<file path="src/rtl/reg_load_sequencer.sv">
// Write-side sequencer for the 4-bit load-enabled register: buffers nibbles,
// issues one spaced load_n pulse per nibble and checks the readback on q.
module reg_load_sequencer #(
    parameter int DEPTH = 4,
    parameter int GAP   = 2
) (
    input  logic                   clk,
    input  logic                   reset_n,
    input  logic                   in_valid,
    output logic                   in_ready,
    input  logic [3:0]             in_data,
    output logic                   load_n,
    output logic [3:0]             d,
    input  logic [3:0]             q,
    input  logic                   err_clr,
    output logic                   verify_err,
    output logic [$clog2(DEPTH):0] count,
    output logic                   busy
);
    localparam int AW = $clog2(DEPTH);
    localparam logic [AW:0] FULL = (AW + 1)'(DEPTH);
    localparam logic [AW:0] CNT_ONE = (AW + 1)'(1);
    localparam logic [AW-1:0] PTR_ONE = AW'(1);

    typedef enum logic [1:0] {IDLE, LOAD, CHECK, WAIT} state_t;

    state_t        state;
    state_t        state_nx;
    logic [AW-1:0] wr_ptr;
    logic [AW-1:0] rd_ptr;
    logic [3:0]    mem [DEPTH];
    logic [3:0]    gap_cnt;
    logic [3:0]    gap_nx;
    logic          load_n_nx;
    logic [3:0]    d_nx;
    logic          err_nx;
    logic          empty;
    logic          push;
    logic          pop;

    assign empty    = (count == '0);
    assign in_ready = (count < FULL);
    assign busy     = (state != IDLE) || !empty;
    assign push     = in_valid && in_ready;
    assign pop      = (state == IDLE) && !empty;

    always_ff @(posedge clk or negedge reset_n) begin
        if (!reset_n) begin
            state <= IDLE;
        end else begin
            state <= state_nx;
        end
    end

    always_comb begin
        state_nx = state;
        unique case (state)
            IDLE:    if (!empty) state_nx = LOAD;
            LOAD:    state_nx = CHECK;
            CHECK:   state_nx = (GAP == 0) ? IDLE : WAIT;
            WAIT:    if (gap_cnt <= 4'd1) state_nx = IDLE;
            default: state_nx = IDLE;
        endcase
    end

    // A mismatch found on the same edge as err_clr must win, so set after clear.
    always_comb begin
        load_n_nx = 1'b1;
        d_nx      = d;
        gap_nx    = gap_cnt;
        err_nx    = verify_err;
        if (err_clr) err_nx = 1'b0;
        unique case (state)
            IDLE: begin
                if (!empty) begin
                    load_n_nx = 1'b0;
                    d_nx      = mem[rd_ptr];
                end
            end
            CHECK: begin
                if (q != d) err_nx = 1'b1;
                gap_nx = 4'(GAP);
            end
            WAIT:    gap_nx = gap_cnt - 4'd1;
            default: ;
        endcase
    end

    always_ff @(posedge clk or negedge reset_n) begin
        if (!reset_n) begin
            load_n     <= 1'b1;
            d          <= '0;
            verify_err <= 1'b0;
            gap_cnt    <= '0;
        end else begin
            load_n     <= load_n_nx;
            d          <= d_nx;
            verify_err <= err_nx;
            gap_cnt    <= gap_nx;
        end
    end

    always_ff @(posedge clk or negedge reset_n) begin
        if (!reset_n) begin
            wr_ptr <= '0;
            rd_ptr <= '0;
            count  <= '0;
        end else begin
            if (push) wr_ptr <= wr_ptr + PTR_ONE;
            if (pop)  rd_ptr <= rd_ptr + PTR_ONE;
            if (push && !pop) begin
                count <= count + CNT_ONE;
            end else if (pop && !push) begin
                count <= count - CNT_ONE;
            end
        end
    end

    // Storage needs no reset: a flush only has to rewind the pointers.
    always_ff @(posedge clk) begin
        if (push) mem[wr_ptr] <= in_data;
    end
endmodule
</file>
<file path="config.mk">
export PLATFORM = sky130hd
export DESIGN_NAME = reg_load_sequencer
export DESIGN_NICKNAME = d
export VERILOG_FILES = /design/src/rtl/reg_load_sequencer.sv
export SDC_FILE = /design/constraint.sdc
export NUM_CORES = 1
export LEC_CHECK = 0
export BUFFER_PORTS_ARGS = -buffer_cell sky130_fd_sc_hd__buf_2
export CAP_MARGIN = 5
export CORE_UTILIZATION = 50
export CTS_BUF_LIST = sky130_fd_sc_hd__clkbuf_8
export DETAILED_ROUTE_END_ITERATION = 10
export PLACE_DENSITY = 0.71
export SKIP_CTS_REPAIR_TIMING = 1
export SYNTH_ARGS = -nofsm -noshare
export SYNTH_HDL_FRONTEND = slang
export SYNTH_SLANG_ARGS = --single-unit
export TNS_END_PERCENT = 1
</file>
<file path="constraint.sdc">
create_clock -name clk -period 4.2 [get_ports clk]
set_input_delay 0.63 -clock clk [delete_from_list [all_inputs] [get_ports clk]]
set_output_delay 0.63 -clock clk [all_outputs]
set_load 0.1 [all_outputs]
</file>
==> results_dict.tcl <==
set metrics [dict create \
    synth-seq-area-share_pct 60.0 \
    finalHoldViolations 0 \
    r2r_start "count[0]" \
    final.setup.tns_ps 0 \
    num_vias 904 \
    clk_latency_ps 280 \
    boundaryPins 23 \
    syn2layout_area_growth_pct 14.2 \
    clock-sinks 35 \
    worst_pin_slew_ps 477 \
    viasPerCell 4.97 \
    yosysWarnings 0 \
    fin_crit_sh_pct 53.3 \
    drt_pass1_iterations 4 \
    critical_path_class "flip-flop to flip-flop" \
    report.final.slew_viol_count 0 \
    post_drt_wl_per_cell_um 13.5 \
    antenna_found_initial 0 \
    grt_util_all_layers_pct 18.3 \
    syn_area_um2 1600 \
    syn_nets 135 \
    ff2ff_path_depth 8 \
    die_area_um2 3420 \
    maxSlewHeadroom_pct 68.1 \
    cts_tree "built" \
    drt_iter0_drc 9 \
    diodes 0 \
    grt_pass1_wl_mm 4.20 \
    r2r_slack_ps 1960 \
    fmaxAchievable_mhz 447 \
    setup_viol 0 \
    status "complete, no violations" \
    grt_pass1_vias 919 \
    cts.path.max_buffers 2 \
    core-area_um2 3050 \
    ant_nets 0 \
    row_count 20 \
    synthCells 111 \
    totalWireLength_mm 2.45 \
    grt_max_degree 20 \
    required_ps 4400 \
    cp-end-kind "flip-flop" \
    clock-skew-final_ps 3.80 \
    place_congestion 0.703 \
    clk_pin_slew_worst_paths_ps 70 \
    hpwl_mm 1.85 \
    yosys_register_bits 35 \
    path_max_fanout 7 \
    cts_root_buf "clkbuf_8" \
    die_w_um 58.5 \
    chipHeight_um 58.5 \
    yosysUniqueCellTypes 25 \
    fin_nets 161 \
    avgSynthCellArea_um2 14.4 \
    worstPathArrival_ps 2440 \
    drive_gt1_share_pct 29.0 \
    numCtsBuffers 5 \
    layout_min_cycle_time_ps 2240 \
    cap_violations 0 \
    io_buffers 22 \
    initial_core_util_pct 52.3 \
    r2r_end "count[2]" \
    remaining_drc_errors 0 \
    hp-class "input pin to asynchronous set/reset pin" \
    start_kind "flip-flop" \
    overflow 0 \
    ctsHtreeMaxLevel 2 \
    rsz0062_at_grt "false" \
]
-- state kept, by name, summed over array words and instances, names as in the netlist --
signal and cells:
rd_ptr 2, count 3, verify_err 1, state 2, mem 16, d 4
load_n 1, wr_ptr 2, gap_cnt 4
-- cell usage in the layout, fill, tap and decap left out, types with 3 or more instances in the layout --
cell / count
mux4_2: 4
and2_1: 4
xnor2_1: 4
inv_1: 11
buf_2: 22
ha_1: 11
mux2_2: 7
dfrtp_1: 18
xor2_1: 7
nor3_1: 3
nor2_1: 5
edfxtp_1: 16
o21ai_0: 4
nand2_1: 4
clkbuf_8: 5
-- final cells by class --
type	instances	area, um2
clock inverter	3	12.5
multi-input combinational	63	582
inverter	10	37.5
fill	265	1230
tap	44	55.1
sequential	35	957
timing repair buffer	22	110
clock buffer	5	68.8
-- cells in the mapped netlist (all sizes together) --
library cell	count	area share, %
mux2i	1	0.63
o21ai	4	1.3
and2	4	1.6
nand2b	2	0.78
o31ai	1	0.47
o41ai	1	0.55
nor2b	2	0.78
mux4	4	5.6
dfstp	1	1.6
clkbuf	1	0.23
fa	1	1.3
edfxtp	16	30
nor3	3	0.94
mux2	7	4.9
buf	2	1.0
xor2	7	3.8
inv	10	2.4
xnor2	4	2.2
a22o	1	0.55
nand2	4	0.94
a21oi	1	0.31
dfrtp	18	28
nor2	5	1.2
ha	11	8.6
-- logic make-up (layout without fill, tap and decap cells) --
kind of cell | Yosys count | count (layout) | share of synthesized area [%]
AOI/OAI and AO/OA | 8 | 8 | 3.13
xor gates and xnor gates | 11 | 11 | 6.03
adders and majority gates | 12 | 12 | 9.87
buffers and inverters | 13 | 40 | 3.60
DFF | 35 | 35 | 60.0
muxes | 12 | 12 | 11.2
and+or+nand+nor | 20 | 20 | 6.19
-- worst max path at each step --
stage          slack (ps)  startpoint  cells after the start  endpoint
2_1_floorplan        1690    count[0]                      7  count[1]
3_3_place_gp         2010    in_valid                      8  count[2]
3_5_place_dp         1860    in_valid                      8  count[2]
4_1_cts              1940    count[0]                      8  count[2]
5_1_grt              1790    count[0]                      8  count[2]
6_report             1960    count[0]                      8  count[2]
-- through the flow --
stage | setup WS, ps | hold WS [ps] | area, um2 | util [%] | std cells
2_1_floorplan | 1690 | 334 | 1600 | - | 111
3_3_place_gp | 2010 | 500 | 1740 | 57.0 | 174
4_1_cts | 1940 | 290 | 1820 | 59.7 | 182
3_5_place_dp | 1860 | 519 | 1740 | 57.0 | 174
6_report | 1960 | 277 | 1820 | 59.7 | 182
5_1_grt | 1790 | 306 | 1820 | 59.7 | 182
-- critical path, stage by stage, from the launching register on --
cell and delay [ps]:
dfrtp_1 430, nor3_1 280, nand2b_1 350, ha_1 250, inv_1 60, fa_1 370, xor2_1 150, nor2_1 120
xnor2_1 140
-- routing by layer --
metal	vias up	wire length [um]	global-route usage, %
met1	444	1050	20.4
li1	431	-	-
met4	0	62	10.2
met5	-	0	0
met3	5	122	6.59
met2	24	1220	30.5
Power is not shown: default switching activity piles up to over one toggle a cycle in this logic, so the estimate is an artifact.
